===== src/rtl/ok_trigout_pkg.sv =====
// Shared definitions for the Trigger Out collector: vector width, legal
// endpoint address window, FSM state encoding and the per-cycle control
// bundle that the FSM hands to the datapath.
package ok_trigout_pkg;

    // Width of the trigger vector and of every snapshot derived from it.
    localparam int TRIG_W = 32;

    // Trigger Out endpoints occupy this address window.
    localparam logic [7:0] TRIGOUT_ADDR_MIN = 8'h60;
    localparam logic [7:0] TRIGOUT_ADDR_MAX = 8'h7F;

    // IDLE: collecting, ready for a read. HOLD: snapshot presented to host.
    typedef enum logic [0:0] {
        IDLE = 1'b0,
        HOLD = 1'b1
    } trigout_state_t;

    // One-hot-ish strobes decoded from the FSM for the current cycle.
    //   snap    : take the snapshot and clear the accumulators
    //   ack     : host consumed the snapshot, drop it
    //   restore : snapshot abandoned, fold it back into the accumulators
    typedef struct packed {
        logic snap;
        logic ack;
        logic restore;
    } trigout_ctrl_t;

    // Hold counter width; at least one bit so a disabled timeout still
    // yields a legal vector.
    function automatic int cnt_width(input int timeout);
        return (timeout < 1) ? 1 : $clog2(timeout + 1);
    endfunction

endpackage


===== src/rtl/ok_trig_accum.sv =====
// Sticky per-bit accumulator. Bits set by 'set' or 'restore' stay set until
// 'clear_all'. A clear wins over everything presented in the same cycle, so
// the caller must route a same-cycle pulse elsewhere (into the snapshot).
module ok_trig_accum
    import ok_trigout_pkg::*;
#(
    parameter int W = TRIG_W
) (
    input  logic         clk,
    input  logic         rst_n,
    input  logic [W-1:0] set,
    input  logic         clear_all,
    input  logic [W-1:0] restore,
    output logic [W-1:0] q
);

    // Accumulate new pulses and restored bits; clear on snapshot.
    always_ff @(posedge clk) begin
        if (!rst_n) begin
            q <= '0;
        end else if (clear_all) begin
            q <= '0;
        end else begin
            q <= q | set | restore;
        end
    end

endmodule


===== src/rtl/ok_trigger_out_collector.sv =====
// Trigger Out collector in the ep_clk domain.
//
// Single-cycle pulses on ep_trigger are latched into sticky pending bits.
// A matching rd_req snapshots (pend | ep_trigger) into rd_data and clears
// pend in the same cycle, so every pulse is reported exactly once. The
// snapshot is held (HOLD) until rd_ack; if the host never acknowledges
// within TIMEOUT cycles the snapshot is folded back into pend and
// timeout_err pulses.
//
// Handshake: rd_req is a one-cycle request, accepted only in IDLE with
// rd_addr == EP_ADDR. rd_valid is high exactly while the FSM is in HOLD and
// rd_data / rd_ovf are stable for that whole interval. rd_ack is only
// meaningful while rd_valid is high; rd_valid drops the cycle after it.
//
// Optional feature macro: OK_TRIGOUT_OVERFLOW_EN. When defined, an overflow
// vector records triggers that hit an already-pending bit and is reported
// on rd_ovf alongside rd_data. When undefined, rd_ovf is constant zero.
module ok_trigger_out_collector
    import ok_trigout_pkg::*;
#(
    parameter logic [7:0] EP_ADDR = 8'h60,
    parameter int         TIMEOUT = 1024
) (
    input  logic              ep_clk,
    input  logic              ep_rst_n,
    input  logic [TRIG_W-1:0] ep_trigger,
    input  logic              rd_req,
    input  logic [7:0]        rd_addr,
    input  logic              rd_ack,
    output logic              rd_valid,
    output logic [TRIG_W-1:0] rd_data,
    output logic [TRIG_W-1:0] rd_ovf,
    output logic              pending,
    output logic              timeout_err
);

    // Reject endpoint addresses outside the Trigger Out window at elaboration.
    if ((EP_ADDR < TRIGOUT_ADDR_MIN) || (EP_ADDR > TRIGOUT_ADDR_MAX)) begin : g_bad_ep_addr
        $error("ok_trigger_out_collector: EP_ADDR must lie in 0x60..0x7F");
    end

    localparam int               CNT_W      = cnt_width(TIMEOUT);
    localparam bit               TIMEOUT_EN = (TIMEOUT != 0);
    localparam logic [CNT_W-1:0] CNT_LAST   = CNT_W'((TIMEOUT > 0) ? TIMEOUT - 1 : 0);
    localparam logic [CNT_W-1:0] CNT_MAX    = '1;

    trigout_state_t    state;
    trigout_state_t    state_next;
    trigout_ctrl_t     ctrl;
    logic [CNT_W-1:0]  cnt;
    logic [TRIG_W-1:0] pend;
    logic [TRIG_W-1:0] pend_restore;
    logic              addr_hit;
    logic              cnt_done;

    assign addr_hit = rd_req && (rd_addr == EP_ADDR);
    assign cnt_done = TIMEOUT_EN && (cnt == CNT_LAST);

    // ------------------------------------------------------------------
    // FSM
    // ------------------------------------------------------------------

    // State register.
    always_ff @(posedge ep_clk) begin
        if (!ep_rst_n) begin
            state <= IDLE;
        end else begin
            state <= state_next;
        end
    end

    // Next state: a matching read enters HOLD; ack or timeout leaves it.
    always_comb begin
        state_next = state;
        case (state)
            IDLE: begin
                if (addr_hit) begin
                    state_next = HOLD;
                end
            end
            HOLD: begin
                if (rd_ack || cnt_done) begin
                    state_next = IDLE;
                end
            end
            default: state_next = IDLE;
        endcase
    end

    // Datapath strobes; an ack in the timeout cycle wins over the restore.
    always_comb begin
        ctrl = '0;
        case (state)
            IDLE: begin
                ctrl.snap = addr_hit;
            end
            HOLD: begin
                ctrl.ack     = rd_ack;
                ctrl.restore = !rd_ack && cnt_done;
            end
            default: ctrl = '0;
        endcase
    end

    // ------------------------------------------------------------------
    // Datapath
    // ------------------------------------------------------------------

    // Hold counter: cleared on snapshot, counts HOLD cycles, saturates.
    always_ff @(posedge ep_clk) begin
        if (!ep_rst_n) begin
            cnt <= '0;
        end else if (ctrl.snap) begin
            cnt <= '0;
        end else if ((state == HOLD) && (cnt != CNT_MAX)) begin
            cnt <= cnt + CNT_W'(1);
        end
    end

    // Abandoned snapshot bits go back into pend alongside new pulses.
    assign pend_restore = ctrl.restore ? rd_data : '0;

    ok_trig_accum #(
        .W (TRIG_W)
    ) u_pend (
        .clk       (ep_clk),
        .rst_n     (ep_rst_n),
        .set       (ep_trigger),
        .clear_all (ctrl.snap),
        .restore   (pend_restore),
        .q         (pend)
    );

    // Snapshot register: loaded with this cycle's pulses too, dropped on exit.
    always_ff @(posedge ep_clk) begin
        if (!ep_rst_n) begin
            rd_data <= '0;
        end else if (ctrl.snap) begin
            rd_data <= pend | ep_trigger;
        end else if (ctrl.ack || ctrl.restore) begin
            rd_data <= '0;
        end
    end

    // One-cycle abandon indication, aligned with rd_valid falling.
    always_ff @(posedge ep_clk) begin
        if (!ep_rst_n) begin
            timeout_err <= 1'b0;
        end else begin
            timeout_err <= ctrl.restore;
        end
    end

    // HOLD is registered, so rd_valid is a clean flop output.
    assign rd_valid = (state == HOLD);
    assign pending  = |pend;

`ifdef OK_TRIGOUT_OVERFLOW_EN
    logic [TRIG_W-1:0] ovf;
    logic [TRIG_W-1:0] ovf_set;
    logic [TRIG_W-1:0] ovf_restore;

    // A pulse on a bit that is already pending is an overflow.
    assign ovf_set = ep_trigger & pend;

    // On abandon, restore the reported overflow plus any collision between
    // the returning snapshot and bits that became pending meanwhile.
    assign ovf_restore = ctrl.restore ? (rd_ovf | (rd_data & (pend | ep_trigger))) : '0;

    ok_trig_accum #(
        .W (TRIG_W)
    ) u_ovf (
        .clk       (ep_clk),
        .rst_n     (ep_rst_n),
        .set       (ovf_set),
        .clear_all (ctrl.snap),
        .restore   (ovf_restore),
        .q         (ovf)
    );

    // Overflow snapshot, taken and dropped together with rd_data.
    always_ff @(posedge ep_clk) begin
        if (!ep_rst_n) begin
            rd_ovf <= '0;
        end else if (ctrl.snap) begin
            rd_ovf <= ovf | ovf_set;
        end else if (ctrl.ack || ctrl.restore) begin
            rd_ovf <= '0;
        end
    end
`else
    assign rd_ovf = '0;
`endif

endmodule


===== config.mk =====
export PLATFORM = sky130hd
export DESIGN_NAME = ok_trigger_out_collector
export DESIGN_NICKNAME = d
export VERILOG_FILES = /design/src/rtl/ok_trigout_pkg.sv /design/src/rtl/ok_trig_accum.sv /design/src/rtl/ok_trigger_out_collector.sv
export SDC_FILE = /design/constraint.sdc
export NUM_CORES = 1
export LEC_CHECK = 0
export ABC_AREA = 1
export ABC_CLOCK_PERIOD_IN_PS = 2000
export CAP_MARGIN = 20
export CORE_UTILIZATION = 46
export CTS_CLUSTER_DIAMETER = 80
export CTS_CLUSTER_SIZE = 8
export DETAILED_ROUTE_END_ITERATION = 6
export GPL_TIMING_DRIVEN = 0
export PLACE_DENSITY = 0.82
export SKIP_CTS_REPAIR_TIMING = 1
export SYNTH_ARGS = -nofsm -noshare
export SYNTH_HDL_FRONTEND = slang
export SYNTH_SLANG_ARGS = --single-unit

===== constraint.sdc =====
create_clock -name ep_clk -period 2 [get_ports ep_clk]
set_clock_uncertainty 0.2 [all_clocks]
set_input_delay 0.4 -clock ep_clk [delete_from_list [all_inputs] [get_ports ep_clk]]
set_output_delay 0.4 -clock ep_clk [all_outputs]
set_load 0.005 [all_outputs]

After elaboration in Yosys (flattened, before gate mapping). Index checks and enable logic that the tools add are counted.

Bits in registers: 77. Input bits: 44. Logic and storage cells: 30.

$add $sub $neg: 1. Eq/ne operators: 3. Multiplexer cells: 8. Bitwise operators: 4. Reduce and logical (&&, ||, !) cells: 9.

Operator list (count): 32-bit two-way mux (3); 32-bit bitwise OR (2); 32-bit OR reduction (1); 11-bit by 1-bit adder with 11-bit output, second input constant (1); 11-bit by 10-bit equality test with 1-bit output, second input constant (1); 11-bit inequality test, second input constant (1); 8-bit by 7-bit equality test with 1-bit output, second input constant (1); 1-bit logical AND (3); 1-bit two-way mux (3); 1-bit logical OR (2); 2-bit two-way mux (1); 1-bit inverter (2); 1-bit one-hot mux with 2 select lines (1); 2-bit nonzero test (1); 2-bit OR reduction (1); 1-bit zero test (1).

Longest topological paths before layout. Gate-level depths: netlist of the first run.

Word-level depth: 6. Gate-level depth with buffers: 9. Mapped depth without buffers: 9.

Hierarchy. From an unflattened synthesis of the first run, not the netlist that was laid out.

Cells, all modules: 501. Area, all modules: 3849.9 um^2.

By module, submodules not included: ok_trigger_out_collector (times used 1, cells an instance 368, area each 2652.5 um^2, sequential area each 900.9 um^2); ok_trig_accum (times used 1, cells an instance 133, area each 1197.4 um^2, sequential area each 640.6 um^2).

Worst setup path after synthesis of the first run. Ideal clock, no wire load.

Path type: reg2reg. Start: register cnt[0]. End: register rd_data[0]. Library setup time: 0.132 ns. Data arrival time: 1.350 ns. Data required time: 1.668 ns. Path slack: 0.318 ns. Cell stages (with the launch flop): 10. Path buffers: 1. Clock period less this slack: 1.682 ns. Path through: dfxtp_1 > ha_1 > nand2_2 > nor2_4 > nand3_2 > nand2_1 > nand2_2 > buf_6 > nand3_1 > a21oi_1.

Longest elaborated chain between the ends: 5.

Ends and longest elaborated chain: from (decl) (line ok_trigger_out_collector.sv:50) `logic [CNT_W-1:0] cnt;`; from (signal assigned) (line ok_trigger_out_collector.sv:116) `cnt <= cnt + CNT_W'(1);`; 11-bit by 10-bit equality test with 1-bit output (line ok_trigger_out_collector.sv:57) `assign cnt_done = TIMEOUT_EN && (cnt == CNT_LAST);`; 1-bit logical AND (line ok_trigger_out_collector.sv:99) `ctrl.restore = !rd_ack && cnt_done;`; 2-bit two-way mux (line ok_trigger_out_collector.sv:93) `case (state)`; 1-bit logical OR (line ok_trigger_out_collector.sv:140) `end else if (ctrl.ack || ctrl.restore) begin`; 2-bit nonzero test (no source line); to (signal assigned) (line ok_trigger_out_collector.sv:139) `rd_data <= pend | ep_trigger;`; to (decl) (line ok_trigger_out_collector.sv:31) `output logic [TRIG_W-1:0] rd_data,`.

Every way passes these cells. A chain may end at the register's enable or synchronous reset.

Worst setup path in the final report of the first run.
Start: register u_pend.q[16]. End: output port pending.

Longest elaborated chain between the ends: 1.

Ends and longest elaborated chain: from (decl) (line ok_trig_accum.sv:14) `output logic [W-1:0] q`; from (signal assigned) (line ok_trig_accum.sv:24) `q <= q | set | restore;`; 32-bit OR reduction (line ok_trigger_out_collector.sv:156) `assign pending = |pend;`; to (decl) (line ok_trigger_out_collector.sv:33) `output logic pending,`.

Every way passes these cells.

==> flow_summary.yaml, run 1 <==
floorplanning:
  start_util: 0.475
  placementRows: 31
  boundaryPins: 111
  dieHeight_um: 88.3
  die_w_um: 88.3
  core_area_um2: 7210
  design.die.area_um2: 7800
synthesis:
  post_synth_num_cell_types: 27
  postSynthCellCount: 439
  synth_warnings: 0
  avgSynthCellArea_um2: 7.81
  synth.yosys.seq_area_share: 0.450
  synth.ff_latch_count: 77
  synth.cell_area_um2: 3430
global_route:
  gr-total-overflow: 0
  grt_pass1_vias: 3045
  gr-usage-all-layers: 0.233
  grt_max_degree: 13
  grt_pass1_wl_um: 14000
  antenna_found_initial: 0
finish:
  post_layout_nonfiller_instances: 663
  area.growth.synth_to_final_pct: 38.0
  finalNetCount: 604
  final-seq-area_um2: 1550
  fill_cell_total_of_the_finished_layout: 623
  multiInputGateArea_um2: 1590
  post_route_cells_drive_above_1_share: 0.163
  number_of_diodes_added_for_antenna_fixing: 0
setup_path:
  worst-path-buf-inv: 1
  crit_path_start: "u_pend.q[16]"
  critPathTopFamily: "simple AND/OR/NAND/NOR gates"
  crit_arrival_ns: 1.49
  critical-path-slowest-cell: "sky130_fd_sc_hd__dfxtp_4"
  timing.critical_path.to_type: "output port"
  r2r_slack_ns: 0.17
  reg2reg_from: "cnt[0]"
  cp-start-kind: "register"
  critical_path_required_ns: 1.40
  worstPathMaxFanout: 3
  crit_top_cell: "sky130_fd_sc_hd__nand2_1"
  crit_path_cell_chain: "nor4_4 > nand2_1 > nor2_2 > nand2_1 > clkbuf_2"
  worst_path_largest_cell_delay_ns: 0.36
  timing.setup.critical_path_class: "register to output port"
pwr:
  p_per_area_nw_per_um2: 678
  design_power_total_mw: 3.21
  peakVddDrop_mv: 0.383
  leakagePower_nw: 1.78
timing:
  worst_slew_pin_slew_ns: 0.554
  grt_setup_unrepaired: "yes"
  fmax_mhz: 479
  timing.final.crit_period_ns: 2.09
  layout_worst_path_cycle_share: 1.04
  finalSetupTns_ns: -0.0862
  final_critical_path_setup_slack_ns: -0.0862
  slew_viol_final: 0
  setup_viol_count_final: 1
  hold_slack_ns: 0.282
  slew_headroom: 0.631
  finalHoldViolations: 0
cts:
  cts_tree: "yes"
  cts_inserted_buffers: 9
  clk_latency_ns: 0.35
  h-tree-depth: 3
  clock_sink_count: 77
  master_cell_of_the_clock_root_buffer: "sky130_fd_sc_hd__clkbuf_8"
  maximum_buffer_depth_of_the_clock_tree: 2
  clock_transition_time_at_the_flip_flop_clock_pins_of_the_worst_setup_and_hold_paths_ns: 0.08
run_status:
  outcome: "finished, violations left"
  violations_in_the_final_reports: "negative setup slack"
min_path:
  worstHoldStart: "cnt[10]"
  timing.hold.worst.class: "register to register"
place:
  pre_cts_ws_ns: -0.153
  port-buffer-count: 78
  dp_hpwl_um: 6270
  gp_routability_congestion: 0.800
  place.detailed.instances: 647
drt:
  drt_drc_violations_left: 0
  starting_drc_count_in_detailed_routing: 233
  wl_per_cell_um: 13.6
  routed_vias_inst: 5.23
  drtPass1Iterations: 5
  via_count: 3470
  drt-total-wl_um: 8980
  final_antenna_net_count: 0
job:
  max-cap-violations: 0
metal layers:
metal | global-route usage | part of all wire
met5 | 0 | 0
met4 | 0.0836 | 0.017
met3 | 0.0578 | 0.074
met2 | 0.380 | 0.48
met1 | 0.300 | 0.43
worst register-to-register path, cell delays in order (launching register included):
cell and delay, ns:
sky130_fd_sc_hd__dfxtp_2 0.40, sky130_fd_sc_hd__ha_2 0.23, sky130_fd_sc_hd__nand2_2 0.08, sky130_fd_sc_hd__nor2_4 0.13
sky130_fd_sc_hd__nand3_2 0.12, sky130_fd_sc_hd__nand2_1 0.09, sky130_fd_sc_hd__nand2_2 0.10, sky130_fd_sc_hd__buf_6 0.17
sky130_fd_sc_hd__nand3_1 0.09, sky130_fd_sc_hd__a21oi_1 0.08
path summary, 6_finish.rpt:
kind / end / cells past startpoint
setup reg to reg: rd_data[0] / 9
hold reg to reg: cnt[10] / 2
hold / removal: cnt[10] / 2
setup / recovery: pending / 5
flip-flops by register name, summed over array words and instances (netlist names):
register,flops
cnt,11
rd_data,32
rd_valid,1
timeout_err,1
u_pend.q,32
layout by cell type (no fill, tap or decap), types with 5 or more instances in the layout:
master / count
sky130_fd_sc_hd__nand2_1: 34
sky130_fd_sc_hd__nor4_2: 5
sky130_fd_sc_hd__conb_1: 32
sky130_fd_sc_hd__nor2_1: 48
sky130_fd_sc_hd__a21oi_1: 75
sky130_fd_sc_hd__nand3_1: 72
sky130_fd_sc_hd__o21ai_0: 27
sky130_fd_sc_hd__o21ai_1: 8
sky130_fd_sc_hd__clkbuf_8: 11
sky130_fd_sc_hd__inv_1: 10
sky130_fd_sc_hd__buf_6: 6
sky130_fd_sc_hd__buf_2: 6
sky130_fd_sc_hd__buf_4: 40
sky130_fd_sc_hd__dfxtp_1: 72
sky130_fd_sc_hd__clkdlybuf4s50_1: 77
logic make-up (layout without fill, tap and decap cells):
group / after synthesis / in the layout / share of synthesized area
simple gates: 177 / 177 / 0.242
compound gates: 111 / 111 / 0.163
flops: 77 / 77 / 0.450
buf+inv: 70 / 164 / 0.136
xor+xnor: 2 / 2 / 0.00511
fa+ha+maj: 1 / 1 / 0.00365
other cells: 1 / 32 / 0.00109
synthesized netlist by cell type:
master / instances / area (um^2)
sky130_fd_sc_hd__nor3_4: 1 / 16.3
sky130_fd_sc_hd__clkinv_1: 1 / 3.75
sky130_fd_sc_hd__nand3_2: 2 / 20.0
sky130_fd_sc_hd__a21boi_0: 1 / 7.51
sky130_fd_sc_hd__inv_2: 4 / 15.0
sky130_fd_sc_hd__clkbuf_1: 3 / 11.3
sky130_fd_sc_hd__buf_4: 40 / 300
sky130_fd_sc_hd__nor2_2: 1 / 6.26
sky130_fd_sc_hd__nand4_1: 3 / 18.8
sky130_fd_sc_hd__a21oi_1: 75 / 375
sky130_fd_sc_hd__buf_2: 6 / 30.0
sky130_fd_sc_hd__or2_1: 1 / 6.26
sky130_fd_sc_hd__o21ai_0: 27 / 135
sky130_fd_sc_hd__nor2_1: 49 / 184
sky130_fd_sc_hd__nand3_1: 72 / 360
sky130_fd_sc_hd__nor4_1: 9 / 56.3
sky130_fd_sc_hd__nand2_2: 2 / 12.5
sky130_fd_sc_hd__dfxtp_1: 77 / 1540
sky130_fd_sc_hd__inv_1: 10 / 37.5
sky130_fd_sc_hd__nand2_1: 34 / 128
sky130_fd_sc_hd__o21ai_1: 8 / 40.0
sky130_fd_sc_hd__xor2_1: 2 / 17.5
sky130_fd_sc_hd__nor3_1: 2 / 10.0
sky130_fd_sc_hd__buf_6: 6 / 67.6
sky130_fd_sc_hd__conb_1: 1 / 3.75
sky130_fd_sc_hd__ha_1: 1 / 12.5
sky130_fd_sc_hd__nor2_4: 1 / 11.3
where the power goes:
group,switching [mW],internal (mW)
clock,0.545,0.767
combinational,0.110,0.159
sequential,0.0453,1.58
total,0.701,2.51
layout make-up:
type                            count  area share
Clock buffer                       12      0.0328
Timing Repair Buffer               78       0.164
Tap cell                           99      0.0262
Buffer                             55      0.0865
Sequential cell                    77       0.328
Clock inverter                      4      0.0148
Multi-Input combinational cell    323       0.336
Inverter                           15      0.0119
stage by stage:
step / utilization / instance area [um^2]
CTS: 0.648 / 4670
global route: 0.656 / 4730
finish: 0.656 / 4730
detailed placement: 0.617 / 4450
global placement: 0.617 / 4450
floorplan: - / 3540
Note: power is estimated with default switching activity, not from simulation.
==> run 2, diff against run 1 <==
--- a/config.mk
+++ b/config.mk
@@ -8,12 +8,14 @@
 export ABC_AREA = 1
 export ABC_CLOCK_PERIOD_IN_PS = 2000
 export CAP_MARGIN = 20
-export CORE_UTILIZATION = 46
+export CORE_UTILIZATION = 59
 export CTS_CLUSTER_DIAMETER = 80
 export CTS_CLUSTER_SIZE = 8
 export DETAILED_ROUTE_END_ITERATION = 6
+export DONT_BUFFER_PORTS = 1
 export GPL_TIMING_DRIVEN = 0
-export PLACE_DENSITY = 0.82
+export HOLD_SLACK_MARGIN = 0.05
+export PLACE_DENSITY = 0.77
 export SKIP_CTS_REPAIR_TIMING = 1
 export SYNTH_ARGS = -nofsm -noshare
 export SYNTH_HDL_FRONTEND = slang
==> run 2 against run 1 <==
  * Global-route usage is 4.2 points higher
  * Register-to-register slack worse by 0.05 ns
  * Clock power is 8% higher
  * The run ends with design-rule violations left
  * Sequential share of layout area is 4.5 points higher
  * Clock-buffer cell count is 2 lower
  * Design area is 12% lower
  * Total power is 1.1% higher
  * Setup slack better by 0.11 ns
  * Sequential power hardly changed
  * Highest routed layer unchanged
  * Routed wire length is 3.9% lower
  * Critical path type unchanged
  * Die area is 22% lower
  * Critical path depth is 1 lower
==> flow_summary.yaml, run 2 (same netlist as run 1, synthesis figures left out) <==
cts:
  clock_sink_count: 77
  maximum_buffer_depth_of_the_clock_tree: 2
  cts_inserted_buffers: 9
  h-tree-depth: 3
  clock_transition_time_at_the_flip_flop_clock_pins_of_the_worst_setup_and_hold_paths_ns: 0.09
  cts_tree: "yes"
  master_cell_of_the_clock_root_buffer: "sky130_fd_sc_hd__clkbuf_8"
  clk_latency_ns: 0.36
min_path:
  holdPathStages: 2
  timing.hold.worst.class: "input pin to register"
  min_to: "u_pend.q[8]"
  worstHoldStart: "ep_trigger[8]"
setup_path:
  timing.setup.critical_path_class: "register to output port"
  reg2reg_from: "cnt[0]"
  critical_path_required_ns: 1.40
  crit_path_cell_chain: "nor4_2 > nand2_1 > nor2_1 > nand2_1"
  timing.critical_path.to_type: "output port"
  worst_path_largest_cell_delay_ns: 0.35
  worstPathMaxFanout: 3
  r2r_slack_ns: 0.12
  crit_arrival_ns: 1.38
  cp-start-kind: "register"
  r2r-end: "rd_data[26]"
  timing.reg2reg.worst_path_depth: 9
  critical-path-slowest-cell: "sky130_fd_sc_hd__dfxtp_1"
  crit_top_cell: "sky130_fd_sc_hd__nand2_1"
floorplanning:
  placementRows: 27
  dieHeight_um: 78.2
  core_area_um2: 5540
  boundaryPins: 111
  design.die.area_um2: 6120
  start_util: 0.619
  die_w_um: 78.2
finish:
  post_route_cells_drive_above_1_share: 0.160
  area.growth.synth_to_final_pct: 20.9
  finalNetCount: 551
  mostFrequentLayoutCell: "sky130_fd_sc_hd__dfxtp_1"
  layout_common_cells: "sky130_fd_sc_hd__dfxtp_1, sky130_fd_sc_hd__a21oi_1, sky130_fd_sc_hd__nand3_1"
  number_of_diodes_added_for_antenna_fixing: 0
  finalInstanceArea_um2: 4140
  largestRegisters: "rd_data: 32 flops, u_pend.q: 32 flops, cnt: 11 flops"
  fill_cell_total_of_the_finished_layout: 442
drt:
  via_count: 3259
  final_antenna_net_count: 0
  starting_drc_count_in_detailed_routing: 187
  wl_per_cell_um: 14.8
  drtPass1Iterations: 7
  drt_drc_violations_left: 2
  routed_vias_inst: 5.59
  drt-total-wl_um: 8630
place:
  dp_hpwl_um: 5830
  placed_area_um2: 3630
  gp_routability_congestion: 0.828
  port-buffer-count: 0
pwr:
  leakagePower_nw: 1.59
  p_per_area_nw_per_um2: 782
  peakVddDrop_mv: 0.779
global_route:
  grt_max_degree: 14
  gr-usage-all-layers: 0.275
  antenna_found_initial: 0
  gr-total-overflow: 0
  grt_pass1_vias: 2838
  grt-busiest-layer: "met2"
  gr-usage-met3: 0.100
  met1_usage: 0.323
  grt_pass1_wl_um: 13100
  grt.met2_usage: 0.453
timing:
  timing.final.crit_period_ns: 1.98
  worst_slew_pin_slew_ns: 0.536
  fmax_mhz: 505
  finalHoldViolations: 0
  setup_viol_count_final: 0
  slew_viol_final: 0
  layout_worst_path_cycle_share: 0.990
  finalSetupTns_ns: 0
  slew_headroom: 0.643
run_status:
  violations_in_the_final_reports: "design-rule violations"
  outcome: "finished, violations left"
job:
  max-cap-violations: 0
## run 2: layout make-up
cell class / count / area, um^2 / share of cell area
multi-input cells: 323 / 1560 / 0.376
flip-flops and latches: 77 / 1540 / 0.372
plain buffers: 55 / 409 / 0.0987
well taps: 72 / 90.1 / 0.0217
repair buffers: 25 / 250 / 0.0604
inverters: 15 / 56.3 / 0.0136
clock inverters: 6 / 111 / 0.0269
clock buffers: 10 / 128 / 0.0308
## run 2: worst max path at each step
stage                 start     endpoint  slack [ns]  cells past startpoint
2_1_floorplan        cnt[0]   rd_data[0]        0.32                      9
3_3_place_gp         cnt[0]  rd_data[29]        0.12                      9
3_5_place_dp         cnt[0]  rd_data[30]        0.06                      9
4_1_cts        u_pend.q[19]      pending        0.01                      4
5_1_grt        u_pend.q[19]      pending       -0.08                      4
6_report       u_pend.q[19]      pending        0.02                      4
## run 2: power by group
| group | internal, mW | switching, mW |
|---|---|---|
| Clock | 0.829 | 0.585 |
| Combinational | 0.114 | 0.0951 |
| Sequential | 1.58 | 0.0394 |
| Total | 2.52 | 0.720 |
## run 2: through the flow
stage	power (mW)	setup WS, ns	utilization	hold WS [ns]	instances
after floorplan	1.78	0.318	-	0.250	470
after global placement	1.81	0.121	0.656	0.262	542
after detailed placement	1.81	0.0594	0.656	0.276	542
after CTS	3.20	0.0144	0.699	-0.0890	558
after global routing	3.34	-0.0771	0.748	0.0510	583
final	3.24	0.0201	0.748	0.0240	583
## run 2: worst max-delay path, delay by kind of cell (launching register included)
kind / cells / cell delay [ns]
flops: 1 / 0.35
simple gates: 4 / 0.67
## run 2: layer usage
metal | vias up | wire (um)
met3 | 13 | 740
li1 | 1574 | -
met5 | - | 0
met4 | 0 | 121
met1 | 1525 | 3500
met2 | 147 | 4270
